`src/rtl/duty_gen.sv`:
```
// duty_gen: double-buffered PWM generator; config swaps only at period ends.
// Optional burst mode (burst_len/burst_done) is enabled by DUTY_GEN_BURST_EN.
module duty_gen #(
  parameter int WIDTH   = 32,
  parameter int BURST_W = 16
) (
  input  logic               clk,
  input  logic               reset,
  input  logic               enable,
  input  logic               load,
  input  logic [WIDTH-1:0]   period_in,
  input  logic [WIDTH-1:0]   high_in,
`ifdef DUTY_GEN_BURST_EN
  input  logic [BURST_W-1:0] burst_len,
  output logic               burst_done,
`endif
  output logic               sig,
  output logic               busy,
  output logic               period_done,
  output logic               cfg_err
);

  typedef enum logic [1:0] {IDLE, HIGH, LOW} state_t;

  localparam logic [WIDTH-1:0] ONE = WIDTH'(1);

  if (BURST_W < 1) begin : g_chk
    $error("BURST_W must be at least 1");
  end

  state_t           state, state_n;
  logic [WIDTH-1:0] cnt, cnt_n;
  logic [WIDTH-1:0] act_p, act_h, act_p_n, act_h_n;
  logic [WIDTH-1:0] pend_p, pend_h;
  logic [WIDTH-1:0] eff_p, eff_h;
  logic             pend_v, pend_v_n;
  logic             err_n;
  logic             last;
  logic             fin;
  logic             hold;

  always_comb begin
    // a load in the same cycle beats anything still pending
    eff_p    = load ? period_in : (pend_v ? pend_p : act_p);
    eff_h    = load ? high_in   : (pend_v ? pend_h : act_h);
    last     = (state != IDLE) && (cnt == act_p - ONE);
    state_n  = state;
    cnt_n    = cnt;
    act_p_n  = act_p;
    act_h_n  = act_h;
    pend_v_n = pend_v | load;
    err_n    = cfg_err & ~load;
    case (state)
      IDLE: begin
        if (pend_v && !load) begin
          act_p_n  = pend_p;
          act_h_n  = pend_h;
          pend_v_n = 1'b0;
        end
        if (enable && !hold) begin
          if (eff_p == '0) begin
            if (!load) err_n = 1'b1;
          end else begin
            state_n  = (eff_h != '0) ? HIGH : LOW;
            cnt_n    = '0;
            act_p_n  = eff_p;
            act_h_n  = eff_h;
            pend_v_n = 1'b0;
          end
        end
      end
      default: begin
        if (last) begin
          cnt_n    = '0;
          act_p_n  = eff_p;
          act_h_n  = eff_h;
          pend_v_n = 1'b0;
          if (!enable || fin || eff_p == '0)
            state_n = IDLE;
          else
            state_n = (eff_h != '0) ? HIGH : LOW;
        end else begin
          cnt_n = cnt + ONE;
          if (state == HIGH && cnt == act_h - ONE && act_h < act_p)
            state_n = LOW;
        end
      end
    endcase
  end

  // outputs are taken from the current state, so they trail it by a cycle
  always_ff @(posedge clk) begin
    if (reset) begin
      state       <= IDLE;
      cnt         <= '0;
      act_p       <= '0;
      act_h       <= '0;
      pend_p      <= '0;
      pend_h      <= '0;
      pend_v      <= 1'b0;
      cfg_err     <= 1'b0;
      sig         <= 1'b0;
      busy        <= 1'b0;
      period_done <= 1'b0;
    end else begin
      state       <= state_n;
      cnt         <= cnt_n;
      act_p       <= act_p_n;
      act_h       <= act_h_n;
      pend_v      <= pend_v_n;
      cfg_err     <= err_n;
      sig         <= (state == HIGH);
      busy        <= (state != IDLE);
      period_done <= last;
      if (load) begin
        pend_p <= period_in;
        pend_h <= high_in;
      end
    end
  end

`ifdef DUTY_GEN_BURST_EN
  localparam logic [BURST_W-1:0] BONE = BURST_W'(1);

  logic [BURST_W-1:0] bcnt;
  logic [BURST_W-1:0] blen;

  assign fin = (blen != '0) && (bcnt == blen - BONE);

  // hold blocks a restart until enable has been seen low
  always_ff @(posedge clk) begin
    if (reset) begin
      bcnt       <= '0;
      blen       <= '0;
      hold       <= 1'b0;
      burst_done <= 1'b0;
    end else begin
      burst_done <= last && fin;
      if (state == IDLE && state_n != IDLE) begin
        bcnt <= '0;
        blen <= burst_len;
      end else if (last) begin
        bcnt <= bcnt + BONE;
      end
      if (last && fin)
        hold <= 1'b1;
      else if (!enable)
        hold <= 1'b0;
    end
  end
`else
  assign fin  = 1'b0;
  assign hold = 1'b0;
`endif

endmodule

```
`config.mk`:
```
export PLATFORM = sky130hd
export DESIGN_NAME = duty_gen
export DESIGN_NICKNAME = d
export VERILOG_FILES = /design/src/rtl/duty_gen.sv
export SDC_FILE = /design/constraint.sdc
export NUM_CORES = 1
export LEC_CHECK = 0
export ABC_AREA = 1
export BUFFER_PORTS_ARGS = -buffer_cell sky130_fd_sc_hd__buf_2
export CELL_PAD_IN_SITES_DETAIL_PLACEMENT = 1
export CELL_PAD_IN_SITES_GLOBAL_PLACEMENT = 1
export CORE_MARGIN = 1.5
export CORE_UTILIZATION = 43
export CTS_CLUSTER_DIAMETER = 120
export DETAILED_ROUTE_END_ITERATION = 12
export MAX_ROUTING_LAYER = met4
export PLACE_DENSITY_LB_ADDON = 0.25
export SYNTH_ARGS = -nofsm -noshare
export SYNTH_HDL_FRONTEND = slang
export SYNTH_SLANG_ARGS = --single-unit
```
`constraint.sdc`:
```
create_clock -name clk -period 2.9 [get_ports clk]
set_input_delay 0.29 -clock clk [delete_from_list [all_inputs] [get_ports clk]]
set_output_delay 0.29 -clock clk [all_outputs]
set_load 0.02 [all_outputs]
```
==> reports/metrics.cfg, run 1 <==
[setup_path]
cp.arrival_ns=3.13
crit-reg2reg-launch=pend_v
worstPathMaxFanout=22
crit_family=simple AND/OR/NAND/NOR gates
r2r_slack_ns=0.11
critical_path.slowest_cell=dfxtp_1
max_stage_delay_ns=0.40
worstPathCellList=inv_2 > nand2_4 > buf_12 > nor2_1 > nor3_1 > nand2_1 > nor2_1 > nand3_1 > nor2_2 > nand2_1 > nand2_2 > nand2_2 > clkinv_4 > buf_12 > clkbuf_16 > o21ai_0 > nor2_1 > nor2_1
endpoint=act_p[17]
endpoint_kind=flip-flop
required_ns=3.24
startpoint=pend_v
critical_path_depth=18
r2r_end=act_p[17]
critical_path_class=reg -> reg
reg2reg_depth=18
worst_setup_path_start_kind=flip-flop
cp_num_buf_inv=5
cpMostUsedCell=nor2_1

[drt]
totalWireLength_um=52800
wl_per_cell_um=20.4
drc_errors=0
drt_pre_antenna_iters=5
via_per_inst=5.71
drt-initial-drc-count=1388
vias=14700
drtAntennaViolNets=0

[logic_synthesis]
synthTopCellsByArea=dfxtp_1, nand2_1, nor2_1
synth_compound_area_share_pct=15.3
synth_area_per_cell_um2=5.84
synth_top_area_cell=dfxtp_1
synth_nets=2222
synth_xor_area_share_pct=5.39
synth.cells.most_frequent=nand2_1, nor2_1, inv_1, o21ai_0, dfxtp_1
yosys.area_share.adder_pct=3.44
ys_warn_count=0
synth.area.mux_share_pct=0
synthCells=2120
ys_ff_latch=167
synth_edf_count=0
synth_top_area_share_pct=27.0
ys_types=32
yosysSeqAreaShare_pct=27.0
synth-async-reset-ratio_pct=0
synth_top_family_by_area=simple AND/OR/NAND/NOR gates
syn-cell-area_um2=12400
ys.flop_type=dfxtp_1
yosysMostFrequentCell=nand2_1
synth-simple-area-share_pct=39.8

[timing]
fmaxAchievable_ghz=0.359
max-slew-margin-rel_pct=39.9
fin_crit_sh_pct=96.0
worst_hold_slack_ns=0.0158
hold_violations=0
drv_slew=0
finalSetupViolations=0
period_needed_ns=2.79
worstMarginPinSlew_ns=0.901
finalClockSkew_ns=0.0132
tns_ns=0

[global_route]
antenna_found_initial=0
grt_max_degree=90
grt_util_all_layers_pct=35.9
grt_pass1_vias=14600
grt_overflow=0
grt_pass1_wl_um=81700

[clocking]
postCtsHoldBufs=0
cts_made_buffers=17
h-tree-depth=4
clockBufferDepth=2
clkTransAtPathRegs_ns=0.07
clk_latency_ns=0.46
cts_root_buf=clkbuf_16
cts_sinks=167
cts_tree=done

[floorplan]
die_w_um=173
core_um2=28100
die_h_um=173
die_area_um2=29800
rows=61
io_pins=72
start_util_pct=44.1

[power]
leakagePower_nw=6.34
p_per_area_nw_per_um2=1180
max-vdd-ir-drop_v=0.000679

[final_layout]
num-nets-final=2291
final_util_pct=50.8
syn2layout_area_growth_pct=15.3
diodes=0
drive_above_1_share_pct=9.58
design_area_um2=14300

[placement]
port_buffers=71
place_hpwl_um=40600
gp_congestion=0.992
placed_cell_area_um2=13500

[worst_hold_path]
hp-class=in -> reg

[status]
status=completed

[job]
max_cap_viol_count=0

## power breakdown
| group | internal [mW] | total, mW | switching [mW] |
|---|---|---|---|
| Clock | 1.31 | 2.39 | 1.08 |
| Sequential | 2.82 | 3.85 | 1.03 |
| Combinational | 3.63 | 10.6 | 6.96 |
| Total | 7.75 | 16.8 | 9.08 |
## cells by family after synthesis
kind of cell	after synthesis
simple gates	1204
compound gates	358
buf+inv	284
flops	167
xor+xnor	73
fa+ha+maj	34
## how the worst min path moves through the flow
stage,depth (start not counted),from,end,slack (ns)
final,2,reset,pend_p[0],0.02
after global routing,2,reset,pend_p[0],0.02
after CTS,2,reset,pend_p[0],0.006
after detailed placement,2,pend_h[31],pend_h[31],0.45
after global placement,2,pend_h[17],pend_h[17],0.45
after floorplan,2,pend_h[0],pend_h[0],0.44
## state kept, by name, indices dropped and copies added (netlist names)
signal	count
cnt	32
sig	1
pend_h	32
busy	1
cfg_err	1
period_done	1
state	2
act_p	32
pend_v	1
act_h	32
pend_p	32
## routing by layer
| layer | vias to the layer above | global-route usage (%) | part of all wire (%) |
|---|---|---|---|
| li1 | 6990 | - | - |
| met4 | 0 | 14.7 | 3.9 |
| met5 | - | - | 0 |
| met2 | 451 | 56.0 | 45 |
| met3 | 102 | 4.99 | 5.6 |
| met1 | 7199 | 46.7 | 45 |
## metrics by stage
step | power, mW | setup slack, ns | cells
floorplan | 10.1 | 0.453 | 2120
global placement | 13.3 | 0.0751 | 2538
detailed placement | 13.8 | -0.0000935 | 2538
CTS | 16.3 | 0.00976 | 2571
global route | 18.0 | -0.0435 | 2580
finish | 16.8 | 0.115 | 2580
## layout make-up
cell class,instances,area [um^2]
fillers,4016,13800
multi-input cells,1669,8000
flip-flops and latches,167,3340
repair buffers,148,1160
inverters,186,707
well taps,378,473
clock buffers,20,447
clock inverters,12,140
## cells in the final DEF, fill, tap and decap left out, types with 10 or more instances in the layout
cell type    n
nand2_1    590
dfxtp_1    167
buf_12      14
o21ai_0    177
o22ai_1     13
xor2_1      40
inv_1      181
nand4_1     35
o211ai_1    28
nor2_1     379
ha_1        34
nand3_1    105
nor4_1      11
buf_4       59
nor2_2      10
clkbuf_16   19
a21oi_1    123
xnor2_1     31
nor3_1      31
nand3b_1    17
buf_2       70
## what timing repair did
| item | CTS | global route |
|---|---|---|
| buffers inserted | 1 | 7 |
| setup endpoints to repair | 5 | 99 |
| resized for setup | 2 | 26 |
| gates cloned | 0 | 2 |
| pin swaps | 0 | 2 |
No activity file was read; power rests on OpenSTA's default activity.
==> run 2: changes to the inputs <==
--- a/config.mk
+++ b/config.mk
@@ -10,10 +10,10 @@
 export CELL_PAD_IN_SITES_DETAIL_PLACEMENT = 1
 export CELL_PAD_IN_SITES_GLOBAL_PLACEMENT = 1
 export CORE_MARGIN = 1.5
-export CORE_UTILIZATION = 43
+export CORE_UTILIZATION = 44
+export CTS_BUF_LIST = sky130_fd_sc_hd__clkbuf_8
 export CTS_CLUSTER_DIAMETER = 120
 export DETAILED_ROUTE_END_ITERATION = 12
-export MAX_ROUTING_LAYER = met4
 export PLACE_DENSITY_LB_ADDON = 0.25
 export SYNTH_ARGS = -nofsm -noshare
 export SYNTH_HDL_FRONTEND = slang
==> reports/metrics.cfg, run 2 (synthesis results as in run 1) <==
[global_route]
grt_pass1_vias=14800  ; +1.3%
antenna_found_initial=0  ; unchanged
grt_max_degree=90  ; unchanged
grt_pass1_wl_um=82000  ; +0.36%
grt_overflow=0  ; unchanged
grt_util_all_layers_pct=36.6  ; +0.67 points

[timing]
setup_ws_ns=0.134  ; +0.0194 ns
period_needed_ns=2.77  ; -0.0194 ns
drv_slew=0  ; unchanged
max-slew-margin-rel_pct=47.4  ; +7.6 points
tns_ns=0  ; unchanged
hold_violations=0  ; unchanged
finalSetupViolations=0  ; unchanged
worstMarginPinSlew_ns=0.787  ; -0.114 ns
finalClockSkew_ns=0.0207  ; +0.00748 ns
fin_crit_sh_pct=95.4  ; -0.67 points
fmaxAchievable_ghz=0.362  ; +0.70%

[clocking]
clockBufferDepth=2  ; unchanged
cts_root_buf=clkbuf_8
cts_tree=done
cts_made_buffers=17  ; unchanged
postCtsHoldBufs=0  ; unchanged
h-tree-depth=4  ; unchanged
cts_sinks=167  ; unchanged
clk_latency_ns=0.52  ; +0.06 ns
clkTransAtPathRegs_ns=0.11  ; +0.04 ns

[drt]
via_per_inst=5.64  ; -1.4%
drc_errors=0  ; unchanged
drtAntennaViolNets=0  ; unchanged
vias=14700  ; -0.22%
drt_pre_antenna_iters=5  ; unchanged
drt-initial-drc-count=1148  ; -17%
wl_per_cell_um=19.9  ; -2.7%
totalWireLength_um=51900  ; -1.5%

[final_layout]
diodes=0  ; unchanged
num-nets-final=2322  ; +1.4%
design_area_um2=14300  ; +0.49%
final_cell_mix=nand2_1, nor2_1, inv_1
n_fill_cell=3977  ; -0.97%
drive_above_1_share_pct=11.0  ; +1.4 points
final_util_pct=51.8  ; +0.95 points
final_cells=2610  ; +1.2%
layout_commonest_cell=nand2_1
syn2layout_area_growth_pct=15.8

[worst_hold_path]
hp-class=in -> reg
whs_path_depth=3  ; +1

[job]
max_cap_viol_count=0  ; unchanged

[power]
swShare_pct=54.6  ; +0.64 points
p_sw_mw=9.09  ; +0.13%
internal_power_mw=7.56  ; -2.4%
max-vdd-ir-drop_v=0.000454  ; -33%
p_per_area_nw_per_um2=1160  ; -1.5%
leakagePower_nw=6.42  ; +1.3%
p_comb_share_pct=66.0  ; +3.1 points
power_frac_clock_pct=11.2  ; -3.0 points
seq_power_share_pct=22.8  ; about the same

[placement]
gp_congestion=0.982  ; -0.96%
placed_cell_area_um2=13800  ; +2.5%
dp_cells=2576  ; +1.5%
port_buffers=71  ; unchanged
place_hpwl_um=41200  ; +1.4%
dp_slack_ns=0.00232  ; +0.00242 ns

[floorplan]
die_h_um=171  ; -1.1%
die_w_um=171  ; -1.1%
die_area_um2=29200  ; -2.2%
core_um2=27700  ; -1.4%
rows=61  ; unchanged
io_pins=72  ; unchanged
start_util_pct=44.7  ; +0.61 points

[status]
status=completed

[setup_path]
critical_path_class=reg -> reg
cp.arrival_ns=3.20  ; +0.07 ns
required_ns=3.34  ; +0.10 ns
endpoint_kind=flip-flop
worst_setup_path_start_kind=flip-flop
worstPathMaxFanout=21  ; -4.5%
reg2reg_depth=17  ; -1

run 2: cell types whose count changed in the layout (fill, tap and decap cells not counted), moves of 3 or more:
cell,change
nor2_1,+5
a21oi_1,-3
a21oi_2,+3
nor2_2,-6
clkbuf_8,+17
buf_4,+31
clkbuf_16,-19
run 2: per-layer routing:
metal  share of wire, %  global-route usage, %  up-vias
met5                  0                      0        -
met1                 45                   48.0     7145
met4                3.6                   14.7        0
li1                   -                      -     7040
met3                5.5                   6.08       94
met2                 46                   59.6      430
run 2: layout make-up:
| class | instances | area [um^2] | area share (%) |
|---|---|---|---|
| clock buffer | 18 | 248 | 1.73 |
| tap | 378 | 473 | 3.30 |
| multi-input combinational | 1669 | 8030 | 56.0 |
| timing repair buffer | 179 | 1380 | 9.65 |
| clock inverter | 13 | 161 | 1.13 |
| sequential | 167 | 3340 | 23.3 |
| inverter | 186 | 704 | 4.91 |
run 2: worst paths after layout:
| kind | start | end | slack (ns) |
|---|---|---|---|
| worst max-delay path | pend_v | cnt[17] | 0.13 |
| worst min-delay path | period_in[24] | pend_p[24] | 0.04 |
| worst max register to register | pend_v | cnt[17] | 0.13 |
| worst min register to register | pend_h[31] | pend_h[31] | 0.47 |
run 2: timing repair:
action / CTS / global route
setup endpoints to repair: 8 / 98
pin swaps: 0 / 2
setup buffers: 0 / 3
resized for setup: 2 / 29
run 2: power groups by stage:
| stage | clock (mW) | sequential, mW | combinational, mW |
|---|---|---|---|
| global route | 1.97 | 3.82 | 12.1 |
| CTS | 1.88 | 3.74 | 10.7 |
| detailed placement | 0 | 3.79 | 10.6 |
| finish | 1.87 | 3.79 | 11.0 |
| floorplan | 0 | 3.36 | 6.71 |
| global placement | 0 | 3.77 | 10.2 |
run 2: worst max-delay path, cell delays in order, from the launching register on:
cell	delay (ns)
dfxtp_1	0.36
inv_2	0.10
nand2_4	0.15
buf_12	0.17
o21ai_0	0.11
nor2_1	0.15
nand2_1	0.07
nor2_1	0.21
nand3_2	0.19
nor2_4	0.16
nand2_1	0.08
nand2_2	0.07
nand2_2	0.09
buf_12	0.17
nand2_1	0.09
nand2_1	0.13
buf_12	0.18
nor3b_1	0.19
run 2: per-stage QoR:
stage | hold slack, ns | power, mW
2_1_floorplan | 0.441 | 10.1
6_report | 0.0438 | 16.6
3_3_place_gp | 0.449 | 13.9
5_1_grt | 0.0224 | 17.9
3_5_place_dp | 0.454 | 14.4
4_1_cts | 0.0202 | 16.3
